<file path="config.mk">
export PLATFORM = sky130hd
export DESIGN_NAME = blk_e0b9f1_flat
export DESIGN_NICKNAME = d
export VERILOG_FILES = /design/src/rtl/blk_e0b9f1_if.sv /design/src/rtl/blk_e0b9f1.sv /design/src/flat_wrapper.sv
export SDC_FILE = /design/constraint.sdc
export NUM_CORES = 1
export LEC_CHECK = 0
export ABC_AREA = 1
export CAP_MARGIN = 20
export CORE_UTILIZATION = 58
export DETAILED_ROUTE_END_ITERATION = 12
export GPL_TIMING_DRIVEN = 1
export PLACE_DENSITY = 0.91
export SETUP_SLACK_MARGIN = 0.1
export SYNTH_ARGS = -nofsm -noshare
export SYNTH_HDL_FRONTEND = slang
export SYNTH_SLANG_ARGS = --single-unit
</file>
<file path="constraint.sdc">
create_clock -name bist_clk -period 13.6 [get_ports bist_clk]
set_clock_uncertainty 0.05 [all_clocks]
set_input_delay 2.72 -clock bist_clk [delete_from_list [all_inputs] [get_ports bist_clk]]
set_output_delay 2.72 -clock bist_clk [all_outputs]
set_load 0.1 [all_outputs]
</file>
<file path="src/rtl/blk_e0b9f1_if.sv">
// BCAM MBIST response-handler bus: compare issue/expectation inputs, array match vector,
// clear strobe and the fail/diagnostic status returned to the MBIST controller.
// Optional: BCAM_MBIST_OUTHANDLER_DIAG_EN adds the first-fail XOR vector output.
interface blk_e0b9f1_if #(
  parameter int unsigned RF_ENTRIES    = 128,
  parameter int unsigned RF_AWIDTH     = 7,
  parameter int unsigned FAILCNT_WIDTH = 8
);
  logic                     BIST_CM_MODE_RF_IN;
  logic [1:0]               BIST_CM_EXP_MODE_RF_IN;
  logic [RF_AWIDTH-1:0]     BIST_CM_EXP_ADDR_RF_IN;
  logic [RF_ENTRIES-1:0]    CM_MATCH_RF_IN;
  logic                     BIST_CMP_CLR_RF_IN;
  logic                     BIST_CM_FAIL_RF_OUT;
  logic                     BIST_CM_GO_ID_RF_OUT;
  logic [FAILCNT_WIDTH-1:0] BIST_CM_FAIL_CNT_RF_OUT;
  logic [RF_AWIDTH-1:0]     BIST_CM_FF_ADDR_RF_OUT;
`ifdef BCAM_MBIST_OUTHANDLER_DIAG_EN
  logic [RF_ENTRIES-1:0]    BIST_CM_FAIL_VEC_RF_OUT;
`endif

  // Controller / array side
  modport master (
    output BIST_CM_MODE_RF_IN, BIST_CM_EXP_MODE_RF_IN, BIST_CM_EXP_ADDR_RF_IN,
           CM_MATCH_RF_IN, BIST_CMP_CLR_RF_IN,
    input  BIST_CM_FAIL_RF_OUT, BIST_CM_GO_ID_RF_OUT, BIST_CM_FAIL_CNT_RF_OUT,
           BIST_CM_FF_ADDR_RF_OUT
`ifdef BCAM_MBIST_OUTHANDLER_DIAG_EN
         , BIST_CM_FAIL_VEC_RF_OUT
`endif
  );

  // Response handler side
  modport slave (
    input  BIST_CM_MODE_RF_IN, BIST_CM_EXP_MODE_RF_IN, BIST_CM_EXP_ADDR_RF_IN,
           CM_MATCH_RF_IN, BIST_CMP_CLR_RF_IN,
    output BIST_CM_FAIL_RF_OUT, BIST_CM_GO_ID_RF_OUT, BIST_CM_FAIL_CNT_RF_OUT,
           BIST_CM_FF_ADDR_RF_OUT
`ifdef BCAM_MBIST_OUTHANDLER_DIAG_EN
         , BIST_CM_FAIL_VEC_RF_OUT
`endif
  );
endinterface

</file>
<file path="src/rtl/blk_e0b9f1.sv">
// BCAM MBIST output handler: delays the expected compare result by the array compare
// latency, checks the returned match vector and keeps fail pulse, sticky flag, saturating
// fail count and first-fail entry index.
// Optional: `define BCAM_MBIST_OUTHANDLER_DIAG_EN to also keep the first-fail XOR vector.
module blk_e0b9f1 #(
  parameter int unsigned RF_ENTRIES    = 128,
  parameter int unsigned RF_AWIDTH     = 7,
  parameter int unsigned CM_LATENCY    = 1,
  parameter int unsigned FAILCNT_WIDTH = 8
) (
  input  logic           bist_clk,
  input  logic           rst,
  blk_e0b9f1_if.slave    bus
);

  localparam logic [1:0]               MODE_NONE = 2'b00;
  localparam logic [1:0]               MODE_ONE  = 2'b01;
  localparam logic [1:0]               MODE_ALL  = 2'b10;
  localparam logic [FAILCNT_WIDTH-1:0] CNT_MAX   = '1;

  typedef struct packed {
    logic                 vld;
    logic [1:0]           mode;
    logic [RF_AWIDTH-1:0] addr;
  } exp_stage_t;

  exp_stage_t [CM_LATENCY-1:0] pipe_q, pipe_d;
  exp_stage_t                  stage_in, stage_out;

  logic [RF_ENTRIES-1:0]    exp_vec, xor_vec;
  logic                     suppress, cmp_fail;
  logic [RF_AWIDTH-1:0]     lsb_idx;

  logic                     fail_q, fail_d;
  logic                     go_id_q, go_id_d;
  logic [FAILCNT_WIDTH-1:0] fail_cnt_q, fail_cnt_d;
  logic [RF_AWIDTH-1:0]     ff_addr_q, ff_addr_d;
`ifdef BCAM_MBIST_OUTHANDLER_DIAG_EN
  logic [RF_ENTRIES-1:0]    fail_vec_q, fail_vec_d;
`endif

  assign stage_in  = {bus.BIST_CM_MODE_RF_IN, bus.BIST_CM_EXP_MODE_RF_IN, bus.BIST_CM_EXP_ADDR_RF_IN};
  assign stage_out = pipe_q[CM_LATENCY-1];

  // Expectation shift path, one stage per cycle of array compare latency
  if (CM_LATENCY == 1) begin : g_lat1
    assign pipe_d = stage_in;
  end else begin : g_latn
    assign pipe_d = {pipe_q[CM_LATENCY-2:0], stage_in};
  end

  // Expectation pipeline registers; reset discards compares in flight
  always_ff @(posedge bist_clk or posedge rst) begin
    if (rst) begin
      pipe_q <= '0;
    end else begin
      pipe_q <= pipe_d;
    end
  end

  // Build the expected match vector for the aligned compare and flag a mismatch
  always_comb begin
    exp_vec  = '0;
    suppress = 1'b0;
    case (stage_out.mode)
      MODE_NONE: exp_vec = '0;
      MODE_ONE: begin
        if (32'(stage_out.addr) >= RF_ENTRIES) begin
          suppress = 1'b1;
        end else begin
          exp_vec[stage_out.addr] = 1'b1;
        end
      end
      MODE_ALL:  exp_vec = '1;
      default:   suppress = 1'b1;
    endcase
    xor_vec  = bus.CM_MATCH_RF_IN ^ exp_vec;
    cmp_fail = stage_out.vld && !suppress && (|xor_vec);
  end

  // Index of the lowest mismatching entry
  always_comb begin
    logic [RF_ENTRIES-1:0] scan;
    logic                  found;
    scan    = xor_vec;
    found   = 1'b0;
    lsb_idx = '0;
    for (int unsigned i = 0; i < RF_ENTRIES; i++) begin
      if (!found && scan[0]) begin
        lsb_idx = RF_AWIDTH'(i);
        found   = 1'b1;
      end
      scan = scan >> 1;
    end
  end

  // Status next state: clear beats a coincident fail, but the pulse still goes out
  always_comb begin
    fail_d     = cmp_fail;
    go_id_d    = go_id_q;
    fail_cnt_d = fail_cnt_q;
    ff_addr_d  = ff_addr_q;
`ifdef BCAM_MBIST_OUTHANDLER_DIAG_EN
    fail_vec_d = fail_vec_q;
`endif
    if (bus.BIST_CMP_CLR_RF_IN) begin
      go_id_d    = 1'b0;
      fail_cnt_d = '0;
      ff_addr_d  = '0;
`ifdef BCAM_MBIST_OUTHANDLER_DIAG_EN
      fail_vec_d = '0;
`endif
    end else if (cmp_fail) begin
      go_id_d = 1'b1;
      if (fail_cnt_q != CNT_MAX) begin
        fail_cnt_d = fail_cnt_q + FAILCNT_WIDTH'(1);
      end
      if (!go_id_q) begin
        ff_addr_d  = lsb_idx;
`ifdef BCAM_MBIST_OUTHANDLER_DIAG_EN
        fail_vec_d = xor_vec;
`endif
      end
    end
  end

  // Status registers
  always_ff @(posedge bist_clk or posedge rst) begin
    if (rst) begin
      fail_q     <= 1'b0;
      go_id_q    <= 1'b0;
      fail_cnt_q <= '0;
      ff_addr_q  <= '0;
`ifdef BCAM_MBIST_OUTHANDLER_DIAG_EN
      fail_vec_q <= '0;
`endif
    end else begin
      fail_q     <= fail_d;
      go_id_q    <= go_id_d;
      fail_cnt_q <= fail_cnt_d;
      ff_addr_q  <= ff_addr_d;
`ifdef BCAM_MBIST_OUTHANDLER_DIAG_EN
      fail_vec_q <= fail_vec_d;
`endif
    end
  end

  assign bus.BIST_CM_FAIL_RF_OUT     = fail_q;
  assign bus.BIST_CM_GO_ID_RF_OUT    = go_id_q;
  assign bus.BIST_CM_FAIL_CNT_RF_OUT = fail_cnt_q;
  assign bus.BIST_CM_FF_ADDR_RF_OUT  = ff_addr_q;
`ifdef BCAM_MBIST_OUTHANDLER_DIAG_EN
  assign bus.BIST_CM_FAIL_VEC_RF_OUT = fail_vec_q;
`endif

endmodule

</file>
<file path="src/flat_wrapper.sv">
// flat-port wrapper written by rule: the top's interface ports become plain ports
module blk_e0b9f1_flat 
#(
  parameter int unsigned RF_ENTRIES    = 128,
  parameter int unsigned RF_AWIDTH     = 7,
  parameter int unsigned CM_LATENCY    = 1,
  parameter int unsigned FAILCNT_WIDTH = 8
)
  (bist_clk, rst, bus_BIST_CM_MODE_RF_IN, bus_BIST_CM_EXP_MODE_RF_IN, bus_BIST_CM_EXP_ADDR_RF_IN, bus_CM_MATCH_RF_IN, bus_BIST_CMP_CLR_RF_IN, bus_BIST_CM_FAIL_RF_OUT, bus_BIST_CM_GO_ID_RF_OUT, bus_BIST_CM_FAIL_CNT_RF_OUT, bus_BIST_CM_FF_ADDR_RF_OUT);
  blk_e0b9f1_if #(.RF_ENTRIES(RF_ENTRIES), .RF_AWIDTH(RF_AWIDTH), .FAILCNT_WIDTH(FAILCNT_WIDTH)) bus_i ();
  input  logic bist_clk;
  input  logic rst;
  input wire logic [$bits(bus_i.BIST_CM_MODE_RF_IN)-1:0] bus_BIST_CM_MODE_RF_IN;
  input wire logic [$bits(bus_i.BIST_CM_EXP_MODE_RF_IN)-1:0] bus_BIST_CM_EXP_MODE_RF_IN;
  input wire logic [$bits(bus_i.BIST_CM_EXP_ADDR_RF_IN)-1:0] bus_BIST_CM_EXP_ADDR_RF_IN;
  input wire logic [$bits(bus_i.CM_MATCH_RF_IN)-1:0] bus_CM_MATCH_RF_IN;
  input wire logic [$bits(bus_i.BIST_CMP_CLR_RF_IN)-1:0] bus_BIST_CMP_CLR_RF_IN;
  output wire logic [$bits(bus_i.BIST_CM_FAIL_RF_OUT)-1:0] bus_BIST_CM_FAIL_RF_OUT;
  output wire logic [$bits(bus_i.BIST_CM_GO_ID_RF_OUT)-1:0] bus_BIST_CM_GO_ID_RF_OUT;
  output wire logic [$bits(bus_i.BIST_CM_FAIL_CNT_RF_OUT)-1:0] bus_BIST_CM_FAIL_CNT_RF_OUT;
  output wire logic [$bits(bus_i.BIST_CM_FF_ADDR_RF_OUT)-1:0] bus_BIST_CM_FF_ADDR_RF_OUT;
  assign bus_i.BIST_CM_MODE_RF_IN = bus_BIST_CM_MODE_RF_IN;
  assign bus_i.BIST_CM_EXP_MODE_RF_IN = bus_BIST_CM_EXP_MODE_RF_IN;
  assign bus_i.BIST_CM_EXP_ADDR_RF_IN = bus_BIST_CM_EXP_ADDR_RF_IN;
  assign bus_i.CM_MATCH_RF_IN = bus_CM_MATCH_RF_IN;
  assign bus_i.BIST_CMP_CLR_RF_IN = bus_BIST_CMP_CLR_RF_IN;
  assign bus_BIST_CM_FAIL_RF_OUT = bus_i.BIST_CM_FAIL_RF_OUT;
  assign bus_BIST_CM_GO_ID_RF_OUT = bus_i.BIST_CM_GO_ID_RF_OUT;
  assign bus_BIST_CM_FAIL_CNT_RF_OUT = bus_i.BIST_CM_FAIL_CNT_RF_OUT;
  assign bus_BIST_CM_FF_ADDR_RF_OUT = bus_i.BIST_CM_FF_ADDR_RF_OUT;
  blk_e0b9f1 #(.RF_ENTRIES(RF_ENTRIES), .RF_AWIDTH(RF_AWIDTH), .CM_LATENCY(CM_LATENCY), .FAILCNT_WIDTH(FAILCNT_WIDTH)) u_core (.bist_clk(bist_clk), .rst(rst), .bus(bus_i));
endmodule
</file>
# --- Yosys cells after proc, flatten, opt, wreduce, memory -nomap -nowiden ---
# Index checks and enable logic that the tools add are counted.
totals:
  mem_bits_ro: 0
  elab_cells: 544
  latch_bits: 0
  output_inout_bits: 17
  mem_count: 0
  reg_bits: 27
  ramBits: 0
  inputBits: 141
op_classes:
  shift: 0
  n_mux: 265
  eq_ne: 4
  reduce_logical: 264
  magnitude_cmp: 2
  n_addsub: 1
  n_bitwise: 1
  mul: 0
  div_mod_pow: 0
ops:
  columns: ["op", "n"]
  rows:
  - ["7-bit 2-to-1 mux", 129]
  - ["128-bit one-hot mux with 2 select lines", 1]
  - ["1-bit 2-to-1 mux", 131]
  - ["1-bit logical AND", 130]
  - ["128-bit OR reduction", 1]
  - ["128-bit XOR", 1]
  - ["1-bit zero test", 127]
  - ["8-bit 2-to-1 mux", 3]
  - ["8-bit by 1-bit adder with 8-bit output (second input constant)", 1]
  - ["7-bit by 8-bit < comparator with 1-bit output (second input constant)", 1]
  - ["8-bit inequality test (second input constant)", 1]
  - ["1-bit demux with 7-bit select", 1]
  - ["7-bit by 1-bit greater-or-equal comparator with 1-bit output (second input constant)", 1]
  - ["2-bit AND reduction", 2]
  - ["2-bit nonzero test", 2]
  - ["3-bit OR reduction", 1]
  - ["2-bit by 1-bit == test with 1-bit output (second input constant)", 1]
  - ["2-bit == test (second input constant)", 1]
  - ["2-bit zero test", 1]
  - ["2-bit inequality test (second input constant)", 1]

# --- Depth between registers and ports, before layout ---
logic_depth:
  depth_word: 391
  ltp_mapped: 43
  depth_no_buf: 41

# --- Least setup slack after synthesis ---
# No wires, ideal clock.
synth_timing:
  path_type: "in2reg"
  startpoint: "input bus_CM_MATCH_RF_IN[0]"
  endpoint: "register u_core.ff_addr_q[5], in the netlist u_core.bus.BIST_CM_FF_ADDR_RF_OUT[5]"
  path_stages: 32
  arrival_ns: 6.239
  required_ns: 13.482
  setup_time_ns: 0.068
  path_slack_ns: 7.243
  path_cell_list: "nand3_1 > nand2_1 > nand2_1 > nor2_1 > nand2_1 > nor2_4 > nand2_4 > nor2_4 > nand4_4 > nor2_4 > nand4_2 > nor2_4 > nand4_2 > nor2_2 > nand4_2 > nor2_2 > nand4_2 > nor2_4 > nand4_2 > nor2_4 > nand4_4 > nor2_4 > nand4_2 > nor2_4 > nand4_4 > nor2_4 > nand3_1 > nor2_2 > o21ai_2 > nand4_1 > nand2_1 > nand2_1"
synth_via:
  elab_chain_len: 386
synth_lines:
  columns: ["item", "line_no", "text"]
  rows:
  - ["start: declaration", "flat_wrapper.sv:16", "input wire logic [$bits(bus_i.CM_MATCH_RF_IN)-1:0] bus_CM_MATCH_RF_IN;"]
  - ["128-bit XOR *", "blk_e0b9f1.sv:77", "xor_vec = bus.CM_MATCH_RF_IN ^ exp_vec;"]
  - ["1-bit 2-to-1 mux", "blk_e0b9f1.sv:89", "if (!found && scan[0]) begin"]
  - ["1-bit zero test", "blk_e0b9f1.sv:89", null]
  - ["1-bit logical AND", "blk_e0b9f1.sv:89", null]
  - ["1-bit 2-to-1 mux", "blk_e0b9f1.sv:89", null]
  - ["1-bit zero test", "blk_e0b9f1.sv:89", null]
  - ["1-bit logical AND", "blk_e0b9f1.sv:89", null]
  - ["1-bit 2-to-1 mux", "blk_e0b9f1.sv:89", null]
  - ["(+370 left out)", null, null]
  - ["1-bit logical AND", "blk_e0b9f1.sv:89", null]
  - ["1-bit 2-to-1 mux", "blk_e0b9f1.sv:89", null]
  - ["1-bit zero test", "blk_e0b9f1.sv:89", null]
  - ["1-bit logical AND", "blk_e0b9f1.sv:89", null]
  - ["7-bit 2-to-1 mux", "blk_e0b9f1.sv:89", null]
  - ["7-bit 2-to-1 mux", "blk_e0b9f1.sv:118", "if (!go_id_q) begin"]
  - ["7-bit 2-to-1 mux", "blk_e0b9f1.sv:113", "end else if (cmp_fail) begin"]
  - ["7-bit 2-to-1 mux", "blk_e0b9f1.sv:106", "if (bus.BIST_CMP_CLR_RF_IN) begin"]
  - ["end signal: assignment", "blk_e0b9f1.sv:141", "ff_addr_q <= ff_addr_d;"]
  - ["end: declaration", "blk_e0b9f1.sv:37", "logic [RF_AWIDTH-1:0] ff_addr_q, ff_addr_d;"]
# Every way passes the cells marked *; elsewhere a longest branch is shown, timed or not. The select of a mux whose other input is x is not followed.
# A chain may end at the register's enable or synchronous reset.

# --- Worst setup path in the final report ---
layout_timing:
  startpoint: "input bus_CM_MATCH_RF_IN[1]"
  endpoint: "register u_core.ff_addr_q[4], in the netlist u_core.bus.BIST_CM_FF_ADDR_RF_OUT[4]"
layout_via:
  elab_chain_len: 384
layout_lines:
  columns: ["item", "line_no"]
  rows:
  - ["128-bit XOR *", "blk_e0b9f1.sv:77"]
  - ["1-bit logical AND", "blk_e0b9f1.sv:89"]
  - ["1-bit 2-to-1 mux", "blk_e0b9f1.sv:89"]
  - ["1-bit zero test", "blk_e0b9f1.sv:89"]
  - ["1-bit logical AND", "blk_e0b9f1.sv:89"]
  - ["1-bit 2-to-1 mux", "blk_e0b9f1.sv:89"]
  - ["1-bit zero test", "blk_e0b9f1.sv:89"]
  - ["1-bit logical AND", "blk_e0b9f1.sv:89"]
  - ["(+368 left out)", null]
  - ["1-bit logical AND", "blk_e0b9f1.sv:89"]
  - ["1-bit 2-to-1 mux", "blk_e0b9f1.sv:89"]
  - ["1-bit zero test", "blk_e0b9f1.sv:89"]
  - ["1-bit logical AND", "blk_e0b9f1.sv:89"]
  - ["7-bit 2-to-1 mux", "blk_e0b9f1.sv:89"]
  - ["7-bit 2-to-1 mux", "blk_e0b9f1.sv:118"]
  - ["7-bit 2-to-1 mux", "blk_e0b9f1.sv:113"]
  - ["7-bit 2-to-1 mux", "blk_e0b9f1.sv:106"]
# Marks and branches as above.

==> flow_metrics.env <==
export IMPL_initial_core_util=0.599
export IMPL_portBuffers=157
export IMPL_startpoint="bus_CM_MATCH_RF_IN[1]"
export IMPL_combPwrFrac=0.602
export IMPL_root_buffer="clkbuf_16"
export IMPL_setup_viol=0
export IMPL_intPower_mw=0.211
export IMPL_syn_num_nets=1615
export IMPL_numCtsBuffers=3
export IMPL_fp_dieH_um=117
export IMPL_p_seq_frac=0.222
export IMPL_grt_pass1_wl_mm=38.7
export IMPL_row_count=41
export IMPL_min_from="u_core.bus.BIST_CM_FF_ADDR_RF_OUT[3]"
export IMPL_drt_wl_total_mm=24.8
export IMPL_setup_tns_final_ns=0
export IMPL_drt_pass1_iterations=6
export IMPL_fill_cells=1162
export IMPL_clkLatencyLatePin_ns=0.27
export IMPL_die_x_um=117
export IMPL_slowest_delay_ns=0.48
export IMPL_placed_area_sq_um=9220
export IMPL_switching_share=0.469
export IMPL_vias=9883
export IMPL_cts_buffer_depth=2
export IMPL_fin_nets=1736
export IMPL_fin_area_sq_um=9330
export IMPL_multi_input_area_sq_um=5910
export IMPL_reg2reg_from="u_core.pipe_q[7]"
export IMPL_yosys_area_share_simple=0.569
export IMPL_synthAdderAreaFrac=0.00657
export IMPL_fin_cells=1763
export IMPL_synthXorXnorAreaFrac=0.0781
export IMPL_post_place_ws_ns=6.17
export IMPL_viasPerCell=5.61
export IMPL_fmax_mhz=138
export IMPL_hold_path_class="flop to flop"
export IMPL_dieArea_sq_um=13600
export IMPL_holdBufCountCts=0
export IMPL_startpoint_type="primary input"
export IMPL_synth_compound_area_frac=0.121
export IMPL_cts_setup_buffers=0
export IMPL_required_ns=13.76
export IMPL_end_kind="flop"
export IMPL_htree_levels=1
export IMPL_grt_antenna_before_repair=0
export IMPL_clkSinkCount=27
export IMPL_final_util=0.733
export IMPL_drt_iter0_markers=1063
export IMPL_dpl_cell_count=1757
export IMPL_gr_total_overflow=0
export IMPL_syn_avg_cell_area_sq_um=5.19
export IMPL_hold_viol_final=0
export IMPL_drc=0
export IMPL_synth_top_family_by_area="simple AND/OR/NAND/NOR gates"
export IMPL_grt_setup_unrepaired="no"
export IMPL_post_drt_wl_per_cell_um=14.0
export IMPL_ys_flop_type="dfrtp_1"
export IMPL_power_density_nw_per_um2=42.7
export IMPL_core_sq_um=12700
export IMPL_grt_total_usage=0.356
export IMPL_cp_common_cell="nor2_4"
export IMPL_path_class="primary input to flop"
export IMPL_relSlewSlack=0.326
export IMPL_p_switching_mw=0.187
export IMPL_yosysWarningCount=0
export IMPL_clk_pin_slew_ns=0.07
export IMPL_p_leak_nw=4.64
export IMPL_regArea_sq_um=676
export IMPL_gp_congestion=1.02
export IMPL_ys_seq_elements=27
export IMPL_finalMaxSlewViolations=0
export IMPL_crit_fanout=6
export IMPL_grt_pass1_vias=8452
export IMPL_syn2layout_area_growth_pct=22.4
export IMPL_cts_tree="built"
export IMPL_ant_nets=0
export IMPL_synth_edf_count=0
export IMPL_pwr_share_clk=0.177
export IMPL_setup_ws_ns=6.34
export IMPL_syn_area_sq_um=7620
export IMPL_async_flop_share=1.00
export IMPL_p_total_mw=0.398
export IMPL_critPathSlowestCell="clkdlybuf4s50_1"
export IMPL_fin_crit_sh=0.534
export IMPL_crit_arrival_ns=7.41
export IMPL_peakVddDrop_mv=0.0755
export IMPL_ys_types=49
export IMPL_dp_hpwl_mm=19.1
export IMPL_yosysSeqAreaShare=0.0886
export IMPL_ctsResizeCount=0
export IMPL_final_layout_size_suffix_gt1_frac=0.0440
export IMPL_tightest_slew_ns=1.01
export IMPL_io_pins=158
export IMPL_fin_hold_ws_ns=0.449
export IMPL_finalCriticalPeriod_ns=7.26
export IMPL_synthCells=1470
export IMPL_yosys_mux_area_fraction=0
export IMPL_max_cap_violations=0
export IMPL_grt_start_max_net_pins=106
export IMPL_status="finished, final reports clean"
layer usage:
layer | share of wire | global-route usage | up-vias
met3 | 0.083 | 0.0488 | 74
li1 | - | - | 5014
met4 | 0.040 | 0.147 | 0
met5 | 0 | 0 | -
met1 | 0.44 | 0.477 | 4368
met2 | 0.44 | 0.576 | 427
state kept, by name, indices dropped and copies added (netlist names):
name / flops
u_core.bus.BIST_CM_FAIL_CNT_RF_OUT: 8
u_core.bus.BIST_CM_FF_ADDR_RF_OUT: 7
u_core.pipe_q: 10
u_core.bus.BIST_CM_GO_ID_RF_OUT: 1
u_core.bus.BIST_CM_FAIL_RF_OUT: 1
cell usage in the layout, fill, tap and decap left out, types with 4 or more instances in the layout:
cell,synthesis,routed
nand3_1,140,140
nor2_2,10,10
nand2_1,467,467
nand4_2,7,7
nor2_1,154,154
a31oi_1,11,11
nor4_1,22,22
a21oi_1,9,9
nor2_4,13,13
xnor2_1,56,56
inv_2,6,7
ha_1,4,4
o21ai_1,32,32
nand2_2,4,4
nor3_1,35,35
or2_2,4,4
dfrtp_1,27,27
xor2_1,12,12
buf_4,3,5
a211oi_1,4,4
o21ai_0,85,85
o21ai_2,5,5
clkdlybuf4s50_1,0,157
inv_1,207,205
nand3b_1,10,10
nand4_1,60,60
synthesized netlist by cell type, types with 12 or more instances:
cell type / n / area [sq um]
nand3_1: 140 / 701
nand4_1: 60 / 375
clkbuf_1: 20 / 75.1
buf_2: 13 / 65.1
inv_1: 207 / 777
nor3_1: 35 / 175
nor2_1: 154 / 578
nand2_1: 467 / 1750
o21ai_1: 32 / 160
nor4_1: 22 / 138
xnor2_1: 56 / 490
xor2_1: 12 / 105
o21ai_0: 85 / 425
nor2_4: 13 / 146
dfrtp_1: 27 / 676
path summary, 6_finish.rpt:
path	to	slack [ns]	cells past startpoint
setup / recovery	u_core.bus.BIST_CM_FF_ADDR_RF_OUT[4]	6.34	33
max in group asynchronous	u_core.bus.BIST_CM_FF_ADDR_RF_OUT[3]	10.26	3
setup reg to reg	u_core.bus.BIST_CM_FF_ADDR_RF_OUT[4]	6.88	36
min in group asynchronous	u_core.bus.BIST_CM_FAIL_RF_OUT	2.77	2
hold / removal	u_core.bus.BIST_CM_FF_ADDR_RF_OUT[3]	0.45	2
hold reg to reg	u_core.bus.BIST_CM_FF_ADDR_RF_OUT[3]	0.45	2
power by group through the flow:
stage	logic, mW	clock network, mW	registers [mW]
after global routing	0.264	0.0735	0.0888
after detailed placement	0.233	0	0.0896
after global placement	0.228	0	0.0896
after CTS	0.234	0.0708	0.0881
final	0.239	0.0703	0.0883
after floorplan	0.145	0	0.101
critical path, delay by kind of cell:
family	cells	cell delay (ns)
buf+inv	1	0.48
simple gates	32	4.21
cell type report:
type                            instances  share of cell area
Sequential cell                        27              0.0724
Tap cell                              172              0.0231
Timing Repair Buffer                  163               0.175
Clock inverter                          1            0.000805
Antenna cell                            1            0.000268
Clock buffer                            3             0.00805
Multi-Input combinational cell       1181               0.633
Inverter                              215              0.0868
cells by family after synthesis:
logic type,Yosys count
buffers and inverters,262
xor gates and xnor gates,68
AOI/OAI and AO/OA,165
adders and majority gates,4
and+or+nand+nor,944
DFF,27
(Power assumes the default switching activity.)
